===== src/rtl/spart_rx_packer.sv =====
// spart_rx_packer: packs received byte pairs (high byte first) into 16-bit
// words and queues them in a show-ahead word FIFO for the processor.
// Optional feature macro: SPART_RX_TIMEOUT_EN flushes a lone high byte as
// {8'h00, hi} after TIMEOUT idle cycles in LO.
module spart_rx_packer #(
  parameter int unsigned DEPTH   = 4,
  parameter int unsigned TIMEOUT = 1023
) (
  input  logic                    clk,
  input  logic                    rst_n,
  input  logic [7:0]              rx_byte,
  input  logic                    rx_valid,
  input  logic                    rd_en,
  output logic [15:0]             rd_data,
  output logic                    empty,
  output logic                    full,
  output logic [$clog2(DEPTH):0]  count,
  output logic                    half,
  output logic                    overflow,
  input  logic                    clr_ovf
);

  localparam int unsigned AW = $clog2(DEPTH);
  localparam int unsigned CW = AW + 1;

  typedef enum logic {
    ST_HI = 1'b0,
    ST_LO = 1'b1
  } state_e;

  state_e          state_q, state_d;
  logic [7:0]      hi_q, hi_d;
  logic [AW-1:0]   wr_ptr_q, wr_ptr_d;
  logic [AW-1:0]   rd_ptr_q, rd_ptr_d;
  logic [CW-1:0]   count_q, count_d;
  logic            ovf_q, ovf_d;
  logic [15:0]     mem_q [DEPTH];
  logic [15:0]     mem_d [DEPTH];

  logic            hi_load_c;
  logic            push_req_c;
  logic [15:0]     push_word_c;
  logic            push_ok_c;
  logic            drop_c;
  logic            pop_c;
  logic            tmo_fire_c;

`ifdef SPART_RX_TIMEOUT_EN
  localparam int unsigned TW = $clog2(TIMEOUT + 1);

  logic [TW-1:0]   tmo_q, tmo_d;

  // Idle counter: held at zero outside LO, fires on the TIMEOUT-th idle cycle.
  always_comb begin
    tmo_d      = tmo_q;
    tmo_fire_c = 1'b0;
    if (state_q == ST_HI || rx_valid) begin
      tmo_d = '0;
    end else if (tmo_q == TW'(TIMEOUT - 1)) begin
      tmo_fire_c = 1'b1;
      tmo_d      = '0;
    end else begin
      tmo_d = tmo_q + TW'(1);
    end
  end

  // Idle counter register.
  always_ff @(posedge clk) begin
    if (!rst_n) tmo_q <= '0;
    else        tmo_q <= tmo_d;
  end
`else
  logic unused_timeout;

  assign tmo_fire_c     = 1'b0;
  assign unused_timeout = (TIMEOUT == 0);
`endif

  // State register.
  always_ff @(posedge clk) begin
    if (!rst_n) state_q <= ST_HI;
    else        state_q <= state_d;
  end

  // Next state: a byte moves HI->LO; a byte or a timeout flush returns to HI.
  always_comb begin
    state_d = state_q;
    case (state_q)
      ST_HI:   if (rx_valid) state_d = ST_LO;
      ST_LO:   if (rx_valid || tmo_fire_c) state_d = ST_HI;
      default: state_d = ST_HI;
    endcase
  end

  // FSM outputs: high-byte latch, push request and the word to push.
  always_comb begin
    hi_load_c   = 1'b0;
    push_req_c  = 1'b0;
    push_word_c = {hi_q, rx_byte};
    half        = 1'b0;
    case (state_q)
      ST_HI: begin
        hi_load_c = rx_valid;
      end
      ST_LO: begin
        half = 1'b1;
        if (rx_valid) begin
          push_req_c = 1'b1;
        end else if (tmo_fire_c) begin
          push_req_c  = 1'b1;
          push_word_c = {8'h00, hi_q};
        end
      end
      default: ;
    endcase
  end

  // FIFO datapath: a full FIFO still accepts a push when rd_en frees the head.
  always_comb begin
    pop_c     = rd_en && (count_q != '0);
    push_ok_c = push_req_c && (!full || rd_en);
    drop_c    = push_req_c && !push_ok_c;

    hi_d     = hi_load_c ? rx_byte : hi_q;
    wr_ptr_d = push_ok_c ? wr_ptr_q + AW'(1) : wr_ptr_q;
    rd_ptr_d = pop_c ? rd_ptr_q + AW'(1) : rd_ptr_q;
    count_d  = count_q + CW'(push_ok_c) - CW'(pop_c);

    mem_d = mem_q;
    if (push_ok_c) mem_d[wr_ptr_q] = push_word_c;

    ovf_d = ovf_q;
    if (drop_c)       ovf_d = 1'b1;
    else if (clr_ovf) ovf_d = 1'b0;
  end

  // Datapath registers; reset discards any latched byte and all queued words.
  always_ff @(posedge clk) begin
    if (!rst_n) begin
      hi_q     <= '0;
      wr_ptr_q <= '0;
      rd_ptr_q <= '0;
      count_q  <= '0;
      ovf_q    <= 1'b0;
      for (int i = 0; i < int'(DEPTH); i++) mem_q[i] <= '0;
    end else begin
      hi_q     <= hi_d;
      wr_ptr_q <= wr_ptr_d;
      rd_ptr_q <= rd_ptr_d;
      count_q  <= count_d;
      ovf_q    <= ovf_d;
      mem_q    <= mem_d;
    end
  end

  // Status decode and show-ahead head word.
  always_comb begin
    empty    = (count_q == '0);
    full     = (count_q == CW'(DEPTH));
    count    = count_q;
    overflow = ovf_q;
    rd_data  = empty ? 16'h0000 : mem_q[rd_ptr_q];
  end

endmodule


===== config.mk =====
export PLATFORM = sky130hd
export DESIGN_NAME = spart_rx_packer
export DESIGN_NICKNAME = d
export VERILOG_FILES = /design/src/rtl/spart_rx_packer.sv
export SDC_FILE = /design/constraint.sdc
export NUM_CORES = 1
export LEC_CHECK = 0
export ABC_AREA = 1
export ABC_CLOCK_PERIOD_IN_PS = 2620
export CORE_MARGIN = 10
export CORE_UTILIZATION = 30
export DETAILED_ROUTE_END_ITERATION = 7
export PLACE_DENSITY = 0.58
export SYNTH_ARGS = -nofsm -noshare
export SYNTH_HDL_FRONTEND = slang
export SYNTH_SLANG_ARGS = --single-unit

===== constraint.sdc =====
create_clock -name clk -period 2.62 [get_ports clk]
set_input_delay 0.262 -clock clk [delete_from_list [all_inputs] [get_ports clk]]
set_output_delay 0.262 -clock clk [all_outputs]
set_load 0.1 [all_outputs]

Word level (Yosys, flattened, before mapping) --
Cells that the tools add are included.
Word-level totals: bits in registers 81, input port bits 13, word-level logic and storage cells 46
Cells by class: add/subtract/negate cells 4, $lt $le $gt $ge 3, equal/unequal tests 1, mux-type cells 15, bitwise operators 3, reduce and logical (&&, ||, !) cells 10
Operators with widths (count):
- bitwise mux 64 bit | 1
- two-way mux 16 bit | 4
- binary-select mux 16 bit (select 2 bit) | 1
- demux 16 bit (select 2 bit) | 1
- two-way mux 1 bit | 7
- greater-or-equal comparator 3 bit, second input constant | 2
- inverter 2 -> 3 bit | 2
- adder 2 x 1 -> 2 bit, second input constant | 2
- logical AND 1 bit | 4
- adder 3 x 1 -> 3 bit | 1
- == test 3 bit, second input constant | 1
- logical NOT 3 bit | 1
- less-than comparator 3 x 1 -> 1 bit, second input constant | 1
- nonzero test 3 bit | 1
- subtractor 3 x 1 -> 3 bit | 1
- logical NOT 1 bit | 2
- case mux 1 bit (2 select lines) | 1
- nonzero test 2 bit | 1
- logical OR 1 bit | 1
- inverter 1 bit | 1

Logic depth before layout (Yosys ltp) --
Gate-level depths: netlist of run 1.
word-level depth 7, depth in mapped cells 10, depth with buffers taken out 10

Least setup slack after synthesis of run 1 --
OpenSTA, ideal clock, no wires.
kind register -> output, start point register count_q[2], in the netlist count[2], end point output port rd_data[0], data arrival time 3.292 ns, data required time 2.358 ns, path slack -0.934 ns, cell stages (with the launch flop) 6, path buffers 1, path through dfxtp_1 inv_1 nand2_1 clkinv_1 buf_2 a21oi_1
On the way: cells in the longest elaborated chain, start to end 2
RTL lines:
- start: declaration | line 35 | logic [CW-1:0] count_q, count_d;
- start signal: assignment | line 150 | count_q <= count_d;
- logical NOT 3 bit | line 158 | empty = (count_q == '0);
- named net empty | line 15 | output logic empty,
- two-way mux 16 bit | line 162 | rd_data = empty ? 16'h0000 : mem_q[rd_ptr_q];
- end: declaration | line 14 | output logic [15:0] rd_data,
The timed path passes the listed nets, and every way through them passes these cells.

Final worst setup path of run 1 --
start point register rd_ptr_q[0], end point output port rd_data[7]
On the way: cells in the longest elaborated chain, start to end 5
RTL lines:
- start: declaration | line 34 | logic [AW-1:0] rd_ptr_q, rd_ptr_d;
- start signal: assignment | line 149 | rd_ptr_q <= rd_ptr_d;
- inverter 2 -> 3 bit (implied by the code) | line 162
- binary-select mux 16 bit (select 2 bit) | line 162
- two-way mux 16 bit (implied by the code) (2 in a row) | line 162
- two-way mux 16 bit | line 162
Every way passes these cells. The select of a mux whose other input is x is not followed.

==> flow_summary.json, run 1 <==
{
  "die-area_um2": 19880,
  "rr_endpoint": "count[2]",
  "antenna_found_initial": 0,
  "p_leak_nw": 2.433,
  "antenna_left": 0,
  "grt_pass1_wl_um": 19580,
  "setup.worst_path.class": "reg -> out",
  "syn_inst": 685,
  "critical_path_buf_inv_count": 3,
  "synth.ff_latch_count": 81,
  "use_met3_pct": 4.132,
  "cts_resized": 0,
  "clkTransAtPathRegs_ns": 0.06,
  "yosysTopAreaCell": "dfxtp_1",
  "grt.overflow.total": 0,
  "path_max_fanout": 14,
  "die-height_um": 141.0,
  "met2_usage_pct": 19.11,
  "cp_num_cells": 6,
  "cp_slowest_cell": "a21oi_1",
  "cts_max_path_buffers": 2,
  "maxCapViolCount": 0,
  "power_density_nw_per_um2": 955.6,
  "seq_area_um2": 1627,
  "path_cells": "inv_1 > buf_4 > a21oi_1 > o21ai_0 > a21oi_1 > buf_12",
  "place_hpwl_um": 7831,
  "setup_viol": 0,
  "wirelength_um": 12040,
  "ir_drop_mv": 0.5206,
  "cts_setup_buffers": 0,
  "rsz0062_at_grt": "false",
  "port_buffers": 35,
  "drive_above_1_share_pct": 11.27,
  "hold_viol": 0,
  "synth.net_count": 707,
  "setup_slack_ns": 0.3893,
  "gp_congestion": 0.7728,
  "use_met1_pct": 15.26,
  "fmax_mhz": 448.3,
  "crit_start": "rd_ptr_q[0]",
  "drt-wirelength-per-cell_um": 13.47,
  "yosysSeqAreaShare_pct": 36.92,
  "tightest_slew_ns": 0.7681,
  "cp-start-kind": "register",
  "vias": 3986,
  "cts_buffers": 9,
  "crit_family": "buffers and inverters",
  "clkLatencyLatePin_ns": 0.34,
  "htreeDepth": 3,
  "dp_slack_ns": 0.3003,
  "clock_sinks": 81,
  "dr.pass1.iters": 4,
  "max_stage_delay_ns": 0.35,
  "multi_input_area_um2": 1988,
  "grt_max_degree": 70,
  "cts_hold_buf": 0,
  "min_path_type": "in -> reg",
  "cts_root_buf": "clkbuf_16",
  "synth.cell_area_um2": 4392,
  "area_delta_synth_final_pct": 23.79,
  "initial_core_util_pct": 30.45,
  "grt_pass1_vias": 3865,
  "antennaDiodeCount": 0,
  "die_w_um": 141.0,
  "placed_cells": 878,
  "ys_warn_count": 0,
  "first_iter_violations": 284,
  "io_pins": 36,
  "period_share_pct": 85.14,
  "final_nets": 727,
  "worstPathArrival_ns": 1.97,
  "fin_crit_ns": 2.231,
  "cpMostUsedCell": "a21oi_1",
  "outcome": "finished, final reports clean",
  "fill_cells": 1565,
  "synth_cell_types": 22,
  "track_usage_pct": 12.08,
  "final_cells": 894,
  "ff2ff_setup_slack_ns": 0.62,
  "synth.top_cells.by_area": "dfxtp_1 37%, inv_1 14%, nand2_1 12%",
  "busiest_layer": "met2",
  "r2r_cells": 10,
  "clock_skew_ns": 0.006623,
  "r2r_start": "count[1]",
  "rows": 44,
  "remaining_drc_errors": 0,
  "core_area_um2": 14420,
  "routed_via_density": 4.459,
  "syn_area_per_cell_um2": 6.411,
  "required_ns": 2.36,
  "cts_tree": "done",
  "drv_slew": 0,
  "synth_top_area_share_pct": 36.92,
  "cp-endpoint": "rd_data[7]",
  "slew_headroom_pct": 48.79,
  "worstSetupEndpointType": "primary output"
}
[worst reg2reg max path, cell delays in order, from the launching register on]
cell and delay, ns:
dfxtp_2 0.34, nor2_2 0.14, nand2_1 0.08, nand2_1 0.10, inv_1 0.08, ha_1 0.27, inv_1 0.04, ha_1 0.18
fa_1 0.38, and3_1 0.19, nor3_1 0.12
[kinds of logic (layout without fill, tap and decap cells)]
kind of cell / count (synthesis) / in the layout / share of synthesized area, %
compound gates: 102 / 102 / 11.62
xor+xnor: 1 / 1 / 0.1995
fa+ha+maj: 9 / 9 / 2.735
buf+inv: 209 / 234 / 20.26
flops: 81 / 81 / 36.92
simple gates: 283 / 283 / 28.26
[routing by layer]
layer | up-vias | wire, um | part of all wire (%)
li1 | 2144 | - | -
met1 | 1770 | 6010 | 50
met2 | 64 | 5339 | 44
met3 | 8 | 572 | 4.8
met4 | 0 | 119 | 0.99
met5 | - | 0 | 0
[where the power goes]
part	total, mW	switching (mW)	internal [mW]
registers	1.36	0.0467	1.31
clock network	1.37	0.509	0.859
logic	2.47	1.74	0.727
[cell usage after synthesis (all sizes together)]
library cell / number
a21oi: 59
and3: 1
buf: 35
clkbuf: 13
clkinv: 1
dfxtp: 81
fa: 1
ha: 8
inv: 160
nand2: 138
nand3: 6
nand4: 64
nor2: 73
nor3: 1
o21ai: 43
xor2: 1
[cell type report]
class                      instances  share of cell area (%)
clock buffer                      11                   4.465
sequential                        81                   29.92
timing repair buffer              57                   12.24
clock inverter                     5                   1.450
multi-input combinational        395                   36.57
tap                              184                   4.235
inverter                         161                   11.12
[worst min path at each step]
stage / from / end / slack (ns) / cells after the start
after floorplan: clr_ovf / overflow / 0.43 / 3
after global placement: overflow / overflow / 0.46 / 2
after detailed placement: overflow / overflow / 0.46 / 2
after CTS: rst_n / mem_q[39] / 0.42 / 3
after global routing: rst_n / mem_q[63] / 0.45 / 3
final: rst_n / mem_q[39] / 0.43 / 3
[state kept, by name, indices dropped and copies added, names as in the netlist]
name / count
count: 3
rd_ptr_q: 2
wr_ptr_q: 2
overflow: 1
state_q: 1
hi_q: 8
mem_q: 64
[cells in the final DEF, fill, tap and decap left out, drive strengths merged, types with 2 or more instances in the layout]
cell type | synthesis | routed
o21ai | 43 | 43
ha | 8 | 8
clkinv | 1 | 4
bufinv | 0 | 2
clkbuf | 13 | 11
nand2 | 138 | 138
buf | 35 | 46
a21oi | 59 | 59
inv | 160 | 160
nand4 | 64 | 64
clkdlybuf4s50 | 0 | 11
dfxtp | 81 | 81
nor2 | 73 | 73
nand3 | 6 | 6
[through the flow]
step / hold WS, ns / TNS [ns] / util, % / power (mW) / area (um2)
2_1_floorplan: 0.4253 / -0.9984 / - / 3.118 / 4502
3_3_place_gp: 0.4616 / 0 / 35.46 / 3.856 / 5115
3_5_place_dp: 0.4626 / 0 / 35.46 / 3.855 / 5115
4_1_cts: 0.4239 / 0 / 37.69 / 5.233 / 5436
5_1_grt: 0.4537 / 0 / 37.69 / 5.430 / 5436
6_report: 0.4349 / 0 / 37.69 / 5.195 / 5436
Note: power is estimated with default switching activity, not from simulation.
==> run 2, diff against run 1 <==
- CORE_ASPECT_RATIO: not set -> 0.9
- CTS_CLUSTER_DIAMETER: not set -> 30
==> run 2 against run 1 <==
Net effect:
- final cell count is 1.1% higher
- total power fell by 0.45%
- combinational power increased by 2%
- critical path type unchanged
- largest power group unchanged
==> flow_summary.json, run 2 (synthesis results as in run 1) <==
{
  "p_leak_nw": 2.439,
  "routed_via_density": 4.327,
  "cts_resized": 0,
  "largest_register_ffs": 64,
  "rr_endpoint": "count[2]",
  "io_pins": 36,
  "path_max_fanout": 16,
  "drv_slew": 0,
  "antennaDiodeCount": 0,
  "htreeDepth": 3,
  "rows": 41,
  "die-area_um2": 19880,
  "cts_setup_buffers": 0,
  "die_w_um": 147.5,
  "tightest_slew_ns": 0.7397,
  "clkLatencyLatePin_ns": 0.34,
  "track_usage_pct": 12.76,
  "maxCapViolCount": 0,
  "final_nets": 728,
  "hold_viol": 0,
  "gp_congestion": 0.7474,
  "clkTransAtPathRegs_ns": 0.06,
  "grt_pass1_vias": 3811,
  "fill_cells": 1542,
  "remaining_drc_errors": 0,
  "cts_tree": "done",
  "setup.worst_path.class": "reg -> out",
  "power_density_nw_per_um2": 948.5,
  "antenna_left": 0,
  "crit_start": "rd_ptr_q[1]",
  "r2r_cells": 10,
  "placed_area_um2": 5146,
  "multi_input_area_um2": 1988,
  "mostFrequentLayoutCells": "160 x inv_1, 138 x nand2_1, 77 x dfxtp_1, 72 x nor2_1, 64 x nand4_1",
  "required_ns": 2.36,
  "final_common_cell": "inv_1",
  "cts_max_path_buffers": 2,
  "postLayoutCellArea_um2": 5453,
  "cts_buffers": 9,
  "power_mw": 5.172,
  "place_hpwl_um": 7649,
  "grt.overflow.total": 0,
  "largest-register": "mem_q",
  "min_path_type": "in -> reg",
  "fmax_mhz": 414.1,
  "cp-start-kind": "register",
  "antenna_found_initial": 0,
  "core_area_um2": 14160,
  "first_iter_violations": 311,
  "grt_pass1_wl_um": 20370,
  "worstPathArrival_ns": 2.15,
  "ff2ff_setup_slack_ns": 0.64,
  "vias": 3912,
  "clock_skew_ns": 0.007429,
  "ir_drop_mv": 1.270,
  "period_share_pct": 92.18,
  "clock_sinks": 81,
  "die-height_um": 134.8,
  "outcome": "finished, final reports clean",
  "placed_cells": 888,
  "grt_max_degree": 70,
  "fin_crit_ns": 2.415,
  "area_delta_synth_final_pct": 24.16,
  "setup_viol": 0,
  "rsz0062_at_grt": "false",
  "wirelength_um": 11960,
  "dr.pass1.iters": 4,
  "cts_hold_buf": 0,
  "initial_core_util_pct": 31.02,
  "drt-wirelength-per-cell_um": 13.23,
  "worstSetupEndpointType": "primary output",
  "drive_above_1_share_pct": 11.53,
  "seq_area_um2": 1627,
  "port_buffers": 35,
  "cp-endpoint": "rd_data[15]",
  "cts_root_buf": "clkbuf_16",
  "r2r_start": "count[1]",
  "final_cells": 904,
  "slew_headroom_pct": 50.69
}
-- run 2: changes by cell type in the layout (fill, tap and decap cells not counted), sizes merged --
cell,before,now
buf,46,47
bufinv,2,1
clkinv,4,5
-- run 2: worst max-delay path, cell delays in order, from the launching register on --
cell and delay (ns):
dfxtp_1 0.52, inv_1 0.38, a21oi_1 0.22, o21ai_0 0.10, a21oi_1 0.34, buf_12 0.23
-- run 2: through the flow --
stage          setup TNS [ns]  setup WS (ns)  hold WS [ns]  util [%]
6_report                    0         0.2050        0.4010     38.51
5_1_grt                     0        0.06631        0.4420     38.51
4_1_cts                     0         0.1972        0.3928     38.51
3_5_place_dp                0         0.2855        0.4645     36.35
3_3_place_gp                0         0.3252        0.4616     36.35
2_1_floorplan         -0.9984        -0.2191        0.4253         -
-- run 2: worst min path at each step --
stage | from | end | slack [ns] | depth (start not counted)
CTS | rst_n | count[1] | 0.39 | 3
global placement | overflow | overflow | 0.46 | 2
finish | rst_n | count[1] | 0.40 | 3
floorplan | clr_ovf | overflow | 0.43 | 3
global route | rst_n | mem_q[21] | 0.44 | 3
detailed placement | overflow | overflow | 0.46 | 2
-- run 2: layer usage --
layer	track usage, %	wire, um
met4	3.685	111
met2	18.99	5190
met3	3.674	807
met1	17.45	5848
met5	0	0
-- run 2: area by class of cell --
cell class	count	share of cell area [%]
Clock inverter	5	0.9867
Timing Repair Buffer	58	12.57
Sequential cell	81	29.83
Tap cell	193	4.429
Clock buffer	11	4.635
Multi-Input combinational cell	395	36.46
Inverter	161	11.08
-- run 2: report_power, final --
part	switching, mW	internal (mW)	leakage, nW	total, mW
clock	0.511	0.787	0.155	1.30
combinational	1.76	0.752	1.62	2.51
sequential	0.0527	1.31	0.659	1.36
==> run 3, diff against run 2 <==
- CTS_BUF_LIST: not set -> sky130_fd_sc_hd__clkbuf_8
- SLEW_MARGIN: not set -> 20
==> run 3 against run 2 <==
Net effect:
- core utilization down 0.72 points
- clock power down 26%
- critical path type unchanged
- sequential power about the same
- total power down 6.5%
==> flow_summary.json, run 3 (synthesis results as in run 1) <==
{
  "outcome": "finished, final reports clean",
  "power.internal_mw": 2.551,
  "largest_register_ffs": 64,
  "grt_max_degree": 70,
  "final_util_pct": 37.80,
  "postLayoutCellArea_um2": 5351,
  "antennaDiodeCount": 0,
  "antenna_found_initial": 0,
  "grt_pass1_wl_um": 20270,
  "grt_pass1_vias": 3787,
  "r2r_cells": 10,
  "largest-register": "mem_q",
  "setup_viol": 0,
  "port_buffers": 35,
  "routed_via_density": 4.384,
  "critical_path_buf_inv_count": 2,
  "antenna_left": 0,
  "cts_tree": "done",
  "cts_buffers": 9,
  "core_area_um2": 14160,
  "clock_skew_ns": 0.01243,
  "final_nets": 728,
  "clkLatencyLatePin_ns": 0.36,
  "cp_num_cells": 5,
  "drv_slew": 0,
  "initial_core_util_pct": 31.02,
  "ir_drop_mv": 1.229,
  "required_ns": 2.36,
  "placed_area_um2": 5146,
  "fmax_mhz": 406.1,
  "power.switching_mw": 2.287,
  "drive_above_1_share_pct": 11.53,
  "tightest_slew_ns": 0.7530,
  "fin_crit_ns": 2.463,
  "pwr-share-comb_pct": 52.0,
  "seqPwrFrac_pct": 28.2,
  "setup_tns_ns": 0,
  "rows": 41,
  "track_usage_pct": 12.64,
  "switching_share_pct": 47.27,
  "setup_slack_ns": 0.1575,
  "cts_setup_buffers": 0,
  "clock_sinks": 81,
  "die_w_um": 147.5,
  "maxCapViolCount": 0,
  "min_path_type": "in -> reg",
  "io_pins": 36,
  "dr.pass1.iters": 4,
  "path_cells": "inv_1 > a21oi_1 > o21ai_0 > a21oi_1 > buf_12",
  "wirelength_um": 12090,
  "die-height_um": 134.8,
  "max_stage_delay_ns": 0.52,
  "hold_viol": 0,
  "htreeDepth": 3,
  "cts_root_buf": "clkbuf_8",
  "mostFrequentLayoutCells": "160 x inv_1, 138 x nand2_1, 77 x dfxtp_1, 72 x nor2_1, 64 x nand4_1",
  "rsz0062_at_grt": "false",
  "worstSetupEndpointType": "primary output",
  "cts_max_path_buffers": 2,
  "hold-path-cell-count": 3,
  "path_max_fanout": 16,
  "final_common_cell": "inv_1",
  "drt-wirelength-per-cell_um": 13.37,
  "setup.worst_path.class": "reg -> out",
  "area_delta_synth_final_pct": 21.85,
  "remaining_drc_errors": 0,
  "clkPwrFrac_pct": 19.8,
  "cp-start-kind": "register",
  "power_density_nw_per_um2": 904.1,
  "worstPathArrival_ns": 2.20,
  "grt.overflow.total": 0,
  "cts_resized": 0,
  "cpMostUsedCell": "a21oi_1",
  "cp_slowest_cell": "dfxtp_1",
  "period_share_pct": 93.99,
  "gp_congestion": 0.7474,
  "die-area_um2": 19880,
  "dp_slack_ns": 0.2855,
  "clkTransAtPathRegs_ns": 0.09,
  "first_iter_violations": 344,
  "vias": 3963,
  "cts_hold_buf": 0,
  "crit_family": "compound AO/OA/AOI/OAI gates",
  "p_leak_nw": 2.392,
  "slew_headroom_pct": 49.80,
  "place_hpwl_um": 7649
}
==> run 3: cell count changes in the layout (fill, tap and decap cells not counted) <==
cell       before  now
clkbuf_16       9    0
clkbuf_8        2   11
==> run 3: worst reg2reg max path, delay by kind of cell, from the launching register on <==
family	cells	cell delay (ns)
and+or+nand+nor	5	0.62
adders and majority gates	3	0.82
buffers and inverters	2	0.12
DFF	1	0.35
==> run 3: final cells by class <==
class / count / area, um2
fill: 1549 / 8807
multi-input combinational: 395 / 1988
sequential: 81 / 1627
timing repair buffer: 58 / 685.7
inverter: 161 / 604.3
tap: 193 / 241.5
clock buffer: 11 / 151.4
clock inverter: 5 / 53.80
==> run 3: metrics by stage <==
step           hold slack (ns)  total power, mW  std cells
2_1_floorplan           0.4253            3.118        685
3_3_place_gp            0.4616            3.926        888
3_5_place_dp            0.4645            3.925        888
4_1_cts                 0.3663            4.894        904
5_1_grt                 0.4119            5.091        904
6_report                0.3920            4.838        904
==> run 3: worst paths after layout <==
path / start / to / slack, ns
setup / recovery: rd_ptr_q[1] / rd_data[15] / 0.16
hold / removal: rst_n / count[1] / 0.39
setup reg to reg: count[1] / count[2] / 0.64
hold reg to reg: overflow / overflow / 0.47
==> run 3: power by group through the flow <==
stage          clock network (mW)  logic (mW)  registers [mW]
2_1_floorplan                   0        1.62            1.50
3_3_place_gp                    0        2.54            1.39
3_5_place_dp                    0        2.54            1.39
4_1_cts                     0.989        2.54            1.36
5_1_grt                      1.04        2.68            1.37
6_report                    0.959        2.52            1.36
==> run 3: per-layer routing <==
metal | wire length (um) | GRT usage, % | vias to the layer above
li1 | - | - | 2149
met5 | 0 | 0 | -
met3 | 900 | 3.006 | 9
met1 | 5891 | 17.41 | 1707
met4 | 124 | 4.125 | 0
met2 | 5174 | 18.89 | 98
